==> config.mk <==
export PLATFORM = sky130hd
export DESIGN_NAME = t_counter_mod
export DESIGN_NICKNAME = d
export VERILOG_FILES = /design/src/rtl/t_counter_mod_pkg.sv /design/src/rtl/t_counter_mod_t_cell.sv /design/src/rtl/t_counter_mod.sv
export SDC_FILE = /design/constraint.sdc
export NUM_CORES = 1
export LEC_CHECK = 0
export BUFFER_PORTS_ARGS = -buffer_cell sky130_fd_sc_hd__buf_2
export CORE_AREA = 2 2 39 41
export DETAILED_ROUTE_END_ITERATION = 8
export DIE_AREA = 0 0 41 43
export PLACE_DENSITY = 0.52
export SKIP_LAST_GASP = 1
export SYNTH_ARGS = -nofsm -noshare
export SYNTH_HDL_FRONTEND = slang
export SYNTH_SLANG_ARGS = --single-unit
==> constraint.sdc <==
create_clock -name clk -period 2.65 [get_ports clk]
set_input_delay 0.53 -clock clk [delete_from_list [all_inputs] [get_ports clk]]
set_output_delay 0.53 -clock clk [all_outputs]
set_load 0.03 [all_outputs]
==> src/rtl/t_counter_mod_pkg.sv <==
// Shared definitions for the toggle-cell modulo counter family.
package t_counter_mod_pkg;

    // Direction encoding seen on the 'up' input.
    localparam logic DIR_UP   = 1'b1;
    localparam logic DIR_DOWN = 1'b0;

    // Ceiling log2: number of bits needed to hold values 0..value-1.
    // Callers use it to size WIDTH from a modulus (clog2(10) == 4).
    function automatic int clog2(input longint unsigned value);
        int bits;
        bits = 0;
        for (int i = 0; i < 64; i++) begin
            if ((64'd1 << i) < value) begin
                bits = i + 1;
            end
        end
        return bits;
    endfunction

endpackage

==> src/rtl/t_counter_mod_t_cell.sv <==
// Single toggle flip-flop: Q inverts on every clock edge where t is high.
module t_cell #(
    parameter logic RST_VAL = 1'b0
) (
    input  logic clk,
    input  logic rst_n,
    input  logic t,
    output logic q
);

    logic q_q;
    logic q_d;

    // Next value: invert when toggling, otherwise keep.
    always_comb begin
        q_d = q_q;
        if (t) begin
            q_d = ~q_q;
        end
    end

    // State bit with asynchronous active-low reset to RST_VAL.
    always_ff @(posedge clk or negedge rst_n) begin
        if (!rst_n) begin
            q_q <= RST_VAL;
        end else begin
            q_q <= q_d;
        end
    end

    assign q = q_q;

endmodule

==> src/rtl/t_counter_mod.sv <==
// Modulo up/down counter built from a bank of toggle cells, with clear,
// clamped parallel load, terminal count (cascade carry) and a wrap pulse.
module t_counter_mod
    import t_counter_mod_pkg::*;
#(
    parameter int unsigned      WIDTH     = 4,
    parameter longint unsigned  MOD       = 16,
    parameter longint unsigned  RESET_VAL = 0
) (
    input  logic             clk,
    input  logic             rst_n,
    input  logic             clr,
    input  logic             load,
    input  logic [WIDTH-1:0] load_val,
    input  logic             en,
    input  logic             up,
    output logic [WIDTH-1:0] count,
    output logic             tc,
    output logic             wrap
);

    // One extra bit so MOD == 2**WIDTH is representable for the load clamp.
    localparam logic [WIDTH:0]   MOD_EXT   = (WIDTH + 1)'(MOD);
    localparam logic [WIDTH-1:0] MAX_VAL   = WIDTH'(MOD - 64'd1);
    localparam logic [WIDTH-1:0] RST_VAL_W = WIDTH'(RESET_VAL);
    localparam logic [WIDTH-1:0] ONE       = WIDTH'(1);

    // Reject illegal parameter combinations at elaboration.
    if (WIDTH < 1 || WIDTH > 32 || MOD < 64'd2 || MOD > (64'd1 << WIDTH) ||
        RESET_VAL >= MOD) begin : g_bad_params
        $fatal(1, "t_counter_mod: illegal WIDTH/MOD/RESET_VAL combination");
    end

    logic [WIDTH-1:0] count_q;
    logic [WIDTH-1:0] count_d;
    logic [WIDTH-1:0] t_vec;
    logic             wrap_q;
    logic             wrap_d;
    logic             tc_c;

    // Next count and wrap: clr > load > en > hold. Counting up from any
    // value at or above MOD-1 wraps to zero, so an out-of-range count recovers.
    always_comb begin
        count_d = count_q;
        wrap_d  = 1'b0;
        if (clr) begin
            count_d = RST_VAL_W;
        end else if (load) begin
            if ({1'b0, load_val} < MOD_EXT) begin
                count_d = load_val;
            end else begin
                count_d = MAX_VAL;
            end
        end else if (en) begin
            if (up == DIR_UP) begin
                if (count_q >= MAX_VAL) begin
                    count_d = '0;
                    wrap_d  = 1'b1;
                end else begin
                    count_d = count_q + ONE;
                end
            end else begin
                if (count_q == '0) begin
                    count_d = MAX_VAL;
                    wrap_d  = 1'b1;
                end else begin
                    count_d = count_q - ONE;
                end
            end
        end
    end

    // Terminal count: high in the cycle whose edge will wrap, masked by clr/load.
    always_comb begin
        tc_c = en & ~clr & ~load &
               (((up == DIR_UP)   & (count_q == MAX_VAL)) |
                ((up == DIR_DOWN) & (count_q == '0)));
    end

    // Toggle enables: a bit flips only where its next value differs.
    always_comb begin
        t_vec = count_q ^ count_d;
    end

    for (genvar i = 0; i < WIDTH; i++) begin : g_cell
        t_cell #(
            .RST_VAL (RST_VAL_W[i])
        ) u_cell (
            .clk   (clk),
            .rst_n (rst_n),
            .t     (t_vec[i]),
            .q     (count_q[i])
        );
    end

    // Wrap pulse register, cleared asynchronously with the count.
    always_ff @(posedge clk or negedge rst_n) begin
        if (!rst_n) begin
            wrap_q <= 1'b0;
        end else begin
            wrap_q <= wrap_d;
        end
    end

    assign count = count_q;
    assign tc    = tc_c;
    assign wrap  = wrap_q;

endmodule

* Word-level counts from Yosys, hierarchy flattened
Index checks and enable logic that the tools add are counted.
W data, S select, Z words.
** Word-level totals
- Bits of input ports :: 10
- Word-level logic and storage cells :: 36
- Output and inout port bits :: 6
- Register bits :: 5
** Cells by class
- Order comparisons :: 1
- Muxes and demuxes :: 12
- Reduce and logical (&&, ||, !) cells :: 1
- Eq/ne operators :: 1
- $add $sub $neg :: 2
- Bitwise operators :: 14
** Operator list (number)
- $mux W4 :: 6
- $not A1 Y1 :: 7
- $mux W1 :: 6
- $and A1 B1 Y1 :: 5
- $add A4 B1 Y4 const B :: 1
- $eq A4 B4 Y1 const B :: 1
- $ge A4 B4 Y1 const B :: 1
- $logic_not A4 Y1 :: 1
- $sub A4 B1 Y4 const B :: 1
- $xor A4 B4 Y4 :: 1
- $or A1 B1 Y1 :: 1

* Depth between registers and ports, before layout
Gate-level depths: netlist of the first run.
- Depth in word-level cells :: 7
- Gate-level depth with buffers :: 6

* Cells and area by module
A second synthesis of the first run with hierarchy kept.
** Second synthesis, totals
- Cell total of the unflattened synthesis :: 55
- Area total of the unflattened synthesis :: 456.7 sq um
** Modules (own cells, without submodules)
- t_counter_mod :: area each 321.6 sq um, sequential area each 25.0 sq um, cells an instance 47, instances 1
- t_cell :: area each 33.8 sq um, sequential area each 25.0 sq um, cells an instance 2, instances 4

* Worst setup path after synthesis of the first run
Ideal clock, no wire load.
- Path kind :: flip-flop to output port
- Start :: register g_cell[0].u_cell.q_q
- End :: output tc
- Required time :: 2.120 ns
- Path buffers :: 0
- Arrival :: 2.360 ns
- Slack :: -0.240 ns
- Stages on the path, launching flop included :: 5
- Path through :: dfrtp_1 > inv_1 > ha_1 > or4b_4 > a2111oi_1
** Between the ends
- Longest elaborated chain between the ends :: 4
- Elaborated cells on any way between the ends :: 6
** RTL lines
- start: declaration :: RTL line t_counter_mod_t_cell.sv:11 : logic q_q;
- start signal: assignment :: RTL line t_counter_mod_t_cell.sv:27 : q_q <= q_d;
- $eq A4 B4 Y1 / $logic_not A4 Y1 (equally long branches) :: RTL line t_counter_mod.sv:76, t_counter_mod.sv:77
- $and A1 B1 Y1 (on tied branches) :: RTL line t_counter_mod.sv:76, t_counter_mod.sv:77
- $or A1 B1 Y1 (*) :: RTL line t_counter_mod.sv:76 : (((up == DIR_UP) & (count_q == MAX_VAL)) |
- $and A1 B1 Y1 (*) :: RTL line t_counter_mod.sv:75 : tc_c = en & ~clr & ~load &
- end: declaration :: RTL line t_counter_mod.sv:18 : output logic tc,
Every way passes the cells marked *; elsewhere a longest branch is shown, timed or not.

* Worst setup path after layout of the first run
Ends and elaborated chain as after synthesis.

==> metrics.md, run 1 <==
| Metric | Value |
|---|---|
| Global-route wire length before repair | 1.45 mm |
| Part of the power in combinational logic | 0.295 |
| Ratio of routed vias to standard cells | 4.92 |
| Maxcap violations | 0 |
| Largest driver fanout on the critical path | 6 |
| Part of the cycle the worst path needs | 0.955 |
| First-pass DRT Iterations | 4 |
| Core region area | 1380 µm² |
| Final setup viols | 0 |
| Starting density of the core | 0.304 |
| Endpoint of the worst-slack reg-to-reg timing path | g_cell[0].u_cell.q |
| Number of cells on the worst reg-to-reg path | 6 |
| Row count | 14 |
| Cell with the largest stage delay on the worst path | sky130_fd_sc_hd__or4b_4 |
| Final Net Count | 73 |
| Switching power as a share of total power | 0.315 |
| Cell area after synthesis | 420 µm² |
| Cells after Synth | 45 |
| Number of enable flip-flop cells after synthesis | 0 |
| Relative max-transition margin | 0.782 |
| CP Launch Point | g_cell[0].u_cell.q |
| Most frequent cells in the layout | sky130_fd_sc_hd__buf_2, sky130_fd_sc_hd__dfrtp_1, sky130_fd_sc_hd__inv_1 |
| Maximum vdd ir drop | 333 µV |
| Number of distinct library cells after synthesis | 29 |
| Worst min path class | primary input to asynchronous set/reset pin |
| Number of flip-flops and latches in the synthesized netlist | 5 |
| Fraction of power consumed by the clock network | 0.347 |
| Sequential element share of the synthesized area | 0.298 |
| Global route hottest layer | met1 |
| Total CTS buffers | 3 |
| Antenna cells | 0 |
| Reg-to-reg slack, setup | 0.92 ns |
| Total power per unit cell area | 475 nW/µm² |
| Leading cell type in the layout, fill and taps excluded | sky130_fd_sc_hd__buf_2 |
| Final core utilization | 0.378 |
| Fraction of met2 tracks used by global routing | 0.169 |
| Vias in the first global route | 356 |
| Required time worst endpoint | 2.12 ns |
| Result of the run | finished, final reports clean |
| Root Buffer | sky130_fd_sc_hd__clkbuf_4 |
| Setup crit end kind | output pin |
| Congestion Overflow GR | 0 |
| Number of antenna violations at the first check in global routing | 0 |
| Launch instance of the worst register-to-register path | g_cell[0].u_cell.q |
| Worst skew pair latency | 0.24 ns |
| Final critical path time including I/O delays and setup | 2.53 ns |
| Hold WS | 0.0947 ns |
| Area delta synth->final | 24.4% |
| Cells along the critical path | inv_2 > ha_1 > or4b_4 > a2111oi_2 > buf_4 |
| Total GRT Usage | 0.125 |
| DRT antenna net count | 0 |
| Setup_tns | 0 ns |
| Cell internal power dissipation | 0.170 mW |
| Die extent in y | 43 µm |
| Peak clock frequency supported by timing | 395 MHz |
| Fill count | 150 |
| Max Root-Sink Buffers | 2 |
| Share of the synthesized area in the top cell type | 0.298 |
| Synthesized netlist net count | 57 |
| Leakage dissipation | 0.260 nW |
| Data arrival time of the worst path | 2.00 ns |
| Top-Level Pins | 16 |
| Floorplan die width | 41 µm |
| CTS clock-pin slew for the worst setup and hold paths | 0.05 ns |
| Mean Syn Cell Area | 9.34 µm² |
| FFs w/ async S/R, synth | 1.00 |
| Clock tree skew after final layout | 0.00614 ns |
| Fin. max-slew vios | 0 |
| Final WL | 859 µm |
| Grt met3 use | 0.0628 |
| Sw power | 0.0783 mW |
| Share of post-route cells with drive strength above 1 | 0.400 |
| Drc violations | 0 |
| Setup repair after global routing missed its margin | false |
| Part of the total power dissipated in sequential elements | 0.358 |
| Final count of hold timing violations | 0 |
| Transition at the pin with the smallest max-transition slack | 0.327 ns |
| Total number of H-tree levels | 1 |
| TritonCTS clock tree | yes |
| CTS Sinks | 5 |
| Critical setup path kind | flop to output pin |
| Detailed router's first-iteration violation count | 15 |
| DP Wirelength | 697 µm |
| Synth area leaders | sky130_fd_sc_hd__dfrtp_1, sky130_fd_sc_hd__buf_4, sky130_fd_sc_hd__ha_1 |
| Warnings, synthesis | 0 |
| Dominant register cell in the synthesized netlist | sky130_fd_sc_hd__dfrtp_1 |
| DR WL/cell | 11.3 µm |
| Number of buffer cells added on primary ports | 15 |
| Max stage delay on crit path | 0.51 ns |
| Maximum number of pins on one net before global-route repair | 11 |
| Total die area | 1760 µm² |
| Top cell type by total area after synthesis | sky130_fd_sc_hd__dfrtp_1 |
| Kind of launch point of the worst setup path | flop |
| Met1 usage | 0.170 |
| Total number of vias | 374 |
| Routability congestion estimate from global placement | 0.764 |
cell usage after synthesis, drive strengths merged, types with 2 or more instances:
master	count
nor2	2
inv	5
a21oi	3
or4b	2
ha	2
buf	4
nor2b	2
mux2i	2
dfrtp	5
a2111oi	2
power by group through the flow:
stage               clock network (mW)  registers (mW)  logic (mW)
floorplan                            0          0.0898      0.0546
global placement                     0          0.0899      0.0745
detailed placement                   0          0.0899      0.0736
CTS                             0.0904          0.0887      0.0738
global route                    0.0989          0.0898      0.0815
finish                          0.0861          0.0890      0.0733
stage by stage:
step                      power, mW  cells  instance area, µm²  setup WS [ns]
after global placement        0.164     72                 494          0.330
after CTS                     0.253     76                 520         0.0406
after floorplan               0.144     45                 425          0.172
final                         0.248     76                 523          0.119
after detailed placement      0.163     72                 494          0.313
after global routing          0.270     76                 523         0.0325
worst max-delay path: cells and delay by family (launching register included):
kind            cells  cell delay [ns]
simple gates        1             0.51
fa+ha+maj           1             0.18
flops               1             0.43
buf+inv             2             0.33
compound gates      1             0.31
flip-flops by register name, summed over array words and instances (netlist names):
name / flops
g_cell.u_cell.q: 4
wrap: 1
final cells by class:
cell class / count / area [µm²] / area share
clock buffers: 4 / 26.3 / 0.0502
inverters: 5 / 18.8 / 0.0359
multi-input cells: 30 / 248 / 0.474
flip-flops and latches: 5 / 125 / 0.239
well taps: 16 / 20.0 / 0.0383
repair buffers: 16 / 85.1 / 0.163
routing by layer:
metal | up-vias | share of wire
met5 | - | 0
met1 | 167 | 0.49
met4 | 0 | 0
li1 | 194 | -
met3 | 0 | 0.076
met2 | 13 | 0.44
repair_timing:
action,in CTS,in global routing
gates resized for setup,0,2
hold buffers,0,0
endpoints found under the setup margin,0,1
buffers inserted,0,0
endpoints found under the hold margin,0,0
how the worst max path moves through the flow:
stage / to / cells after the start
2_1_floorplan: tc / 4
3_3_place_gp: tc / 5
3_5_place_dp: tc / 5
4_1_cts: tc / 5
5_1_grt: tc / 5
6_report: tc / 5
cell families (layout without fill, tap and decap cells):
| group | Yosys count | in the layout | synth area share |
|---|---|---|---|
| DFF | 5 | 5 | 0.298 |
| muxes | 2 | 2 | 0.0476 |
| xor gates and xnor gates | 2 | 2 | 0.0417 |
| AOI/OAI and AO/OA | 14 | 14 | 0.274 |
| adders and majority gates | 2 | 2 | 0.0595 |
| buffers and inverters | 10 | 25 | 0.125 |
| and+or+nand+nor | 10 | 10 | 0.155 |
(Power assumes the default switching activity.)
==> run 2: changes to the inputs <==
--- a/config.mk
+++ b/config.mk
@@ -9,7 +9,7 @@
 export CORE_AREA = 2 2 39 41
 export DETAILED_ROUTE_END_ITERATION = 8
 export DIE_AREA = 0 0 41 43
-export PLACE_DENSITY = 0.52
+export PLACE_DENSITY = 0.64
 export SKIP_LAST_GASP = 1
 export SYNTH_ARGS = -nofsm -noshare
 export SYNTH_HDL_FRONTEND = slang
==> metrics.md, run 2 (synthesized netlist as in run 1, its figures left out) <==
| Metric | Value |
|---|---|
| Setup repair after global routing missed its margin | false |
| Starting density of the core | 0.304 (unchanged) |
| Global-route wire length before repair | 1.52 mm (+5.2%) |
| Total die area | 1760 µm² (unchanged) |
| Cell internal power dissipation | 0.170 mW (about the same) |
| Global route hottest layer | met2 |
| Post-route non-filler standard cell count | 76 (unchanged) |
| Part of the cycle the worst path needs | 0.959 (+0.00348) |
| Met1 usage | 0.181 (+0.0110) |
| Most frequent cells in the layout | sky130_fd_sc_hd__buf_2, sky130_fd_sc_hd__dfrtp_1, sky130_fd_sc_hd__inv_1 |
| Core region area | 1380 µm² (unchanged) |
| Kind of launch point of the worst setup path | flop |
| Leakage dissipation | 0.260 nW (unchanged) |
| Leading cell type in the layout, fill and taps excluded | sky130_fd_sc_hd__buf_2 |
| TritonCTS clock tree | yes |
| Top-Level Pins | 16 (unchanged) |
| Worst skew pair latency | 0.24 ns (about the same) |
| Setup_tns | 0 ns (unchanged) |
| Worst min path class | primary input to asynchronous set/reset pin |
| Max Root-Sink Buffers | 2 (unchanged) |
| Maxcap violations | 0 (unchanged) |
| Ratio of routed vias to standard cells | 5.03 (+2.1%) |
| Switching power as a share of total power | 0.320 (+0.00477) |
| Fin. max-slew vios | 0 (unchanged) |
| Placement-stage worst setup slack | 0.309 ns (-0.00386 ns) |
| Area delta synth->final | 24.4% (unchanged) |
| Total GRT Usage | 0.129 (+0.00430) |
| Relative max-transition margin | 0.804 (+0.0221) |
| Share of post-route cells with drive strength above 1 | 0.400 (unchanged) |
| Transition at the pin with the smallest max-transition slack | 0.294 ns (-0.0331 ns) |
| Vias in the first global route | 364 (+2.2%) |
| Fill count | 142 (-5.3%) |
| Peak clock frequency supported by timing | 394 MHz (-0.36%) |
| Detailed router's first-iteration violation count | 2 (-13) |
| CTS clock-pin slew for the worst setup and hold paths | 0.04 ns (about the same) |
| Routability congestion estimate from global placement | 0.816 (+6.8%) |
| Row count | 14 (unchanged) |
| First-pass DRT Iterations | 2 (-2) |
| DRT antenna net count | 0 (unchanged) |
| Critical setup path kind | flop to output pin |
| Number of flip-flops under the largest register name | 4 (unchanged) |
| CTS Sinks | 5 (unchanged) |
| Total CTS buffers | 3 (unchanged) |
| Clock tree skew after final layout | 0.00322 ns (-0.00292 ns) |
| Fraction of met2 tracks used by global routing | 0.181 (+0.0125) |
| Maximum number of pins on one net before global-route repair | 11 (unchanged) |
| Final setup viols | 0 (unchanged) |
| Number of buffer cells added on primary ports | 15 (unchanged) |
| Sw power | 0.0801 mW (+2.3%) |
| Final Worst Setup Slack | 0.109 ns (-0.00921 ns) |
| Reg-to-reg slack, setup | 0.92 ns (about the same) |
| Final count of hold timing violations | 0 (unchanged) |
| Maximum vdd ir drop | 367 µV (+10%) |
| Cell Count Post-Placement | 72 (unchanged) |
| DR WL/cell | 12.0 µm (+5.8%) |
| Total power per unit cell area | 479 nW/µm² (+0.80%) |
| Result of the run | finished, final reports clean |
| Root Buffer | sky130_fd_sc_hd__clkbuf_4 |
| Congestion Overflow GR | 0 (unchanged) |
| Required time worst endpoint | 2.12 ns (about the same) |
| Data arrival time of the worst path | 2.01 ns (about the same) |
| DP Wirelength | 706 µm (+1.4%) |
| Part of the total power dissipated in sequential elements | 0.356 (-0.002) |
| Fraction of power consumed by the clock network | 0.351 (+0.004) |
| Final critical path time including I/O delays and setup | 2.54 ns (+0.00921 ns) |
| Floorplan die width | 41 µm (unchanged) |
| Postcts setup bufs | 0 (unchanged) |
| Die extent in y | 43 µm (unchanged) |
| Antenna cells | 0 (unchanged) |
| Setup crit end kind | output pin |
| Grt met3 use | 0.0471 (-0.0157) |
| Drc violations | 0 (unchanged) |
| Number of antenna violations at the first check in global routing | 0 (unchanged) |
| Final WL | 909 µm (+5.8%) |
| Total number of H-tree levels | 1 (unchanged) |
| Part of the power in combinational logic | 0.293 (-0.002) |
| Final Net Count | 73 (unchanged) |
| Largest driver fanout on the critical path | 6 (unchanged) |
| Total number of vias | 382 (+2.1%) |
[run 2: cell counts in the layout (fill, tap and decap cells not counted)]
No cell type changed its count.
[run 2: what timing repair did]
action | CTS | global route
hold buffers | 0 | 0
setup endpoints to repair | 0 | 1
resized for setup | 0 | 2
[run 2: routing by layer]
| layer | routed length (µm) | part of all wire |
|---|---|---|
| met5 | 0 | 0 |
| met4 | 0 | 0 |
| met3 | 64 | 0.070 |
| met2 | 411 | 0.45 |
| met1 | 434 | 0.48 |
[run 2: power by group through the flow]
stage	sequential [mW]	clock, mW	combinational, mW
4_1_cts	0.0891	0.0911	0.0741
3_3_place_gp	0.0898	0	0.0734
2_1_floorplan	0.0898	0	0.0546
3_5_place_dp	0.0903	0	0.0735
6_report	0.0891	0.0878	0.0735
5_1_grt	0.0903	0.100	0.0818
[run 2: final timing paths]
check | start | end | cells after the start
min reg2reg | g_cell[3].u_cell.q | g_cell[3].u_cell.q | 2
max | g_cell[0].u_cell.q | tc | 5
min in group clk | load_val[3] | g_cell[3].u_cell.q | 3
min | rst_n | g_cell[3].u_cell.q | 1
max reg2reg | g_cell[0].u_cell.q | g_cell[0].u_cell.q | 6
max in group asynchronous | rst_n | g_cell[1].u_cell.q | 1
[run 2: worst max-delay path, cell delays in order, from the launching register on]
cell                        delay (ns)
sky130_fd_sc_hd__dfrtp_1          0.43
sky130_fd_sc_hd__inv_2            0.11
sky130_fd_sc_hd__ha_1             0.19
sky130_fd_sc_hd__or4b_4           0.51
sky130_fd_sc_hd__a2111oi_2        0.31
sky130_fd_sc_hd__buf_4            0.22
[run 2: area by class of cell]
class                      count  area [µm²]  share of cell area
multi-input combinational     30         248               0.474
sequential                     5         125               0.239
timing repair buffer          16        85.1               0.163
clock buffer                   4        26.3              0.0502
tap                           16        20.0              0.0383
inverter                       5        18.8              0.0359
[run 2: metrics by stage]
stage / hold WS (ns) / total power, mW / utilization / instance area (µm²)
floorplan: 0.234 / 0.144 / - / 425
global placement: 0.346 / 0.163 / 0.357 / 494
detailed placement: 0.344 / 0.164 / 0.357 / 494
CTS: 0.0839 / 0.254 / 0.376 / 520
global route: 0.0779 / 0.272 / 0.378 / 523
finish: 0.0888 / 0.250 / 0.378 / 523
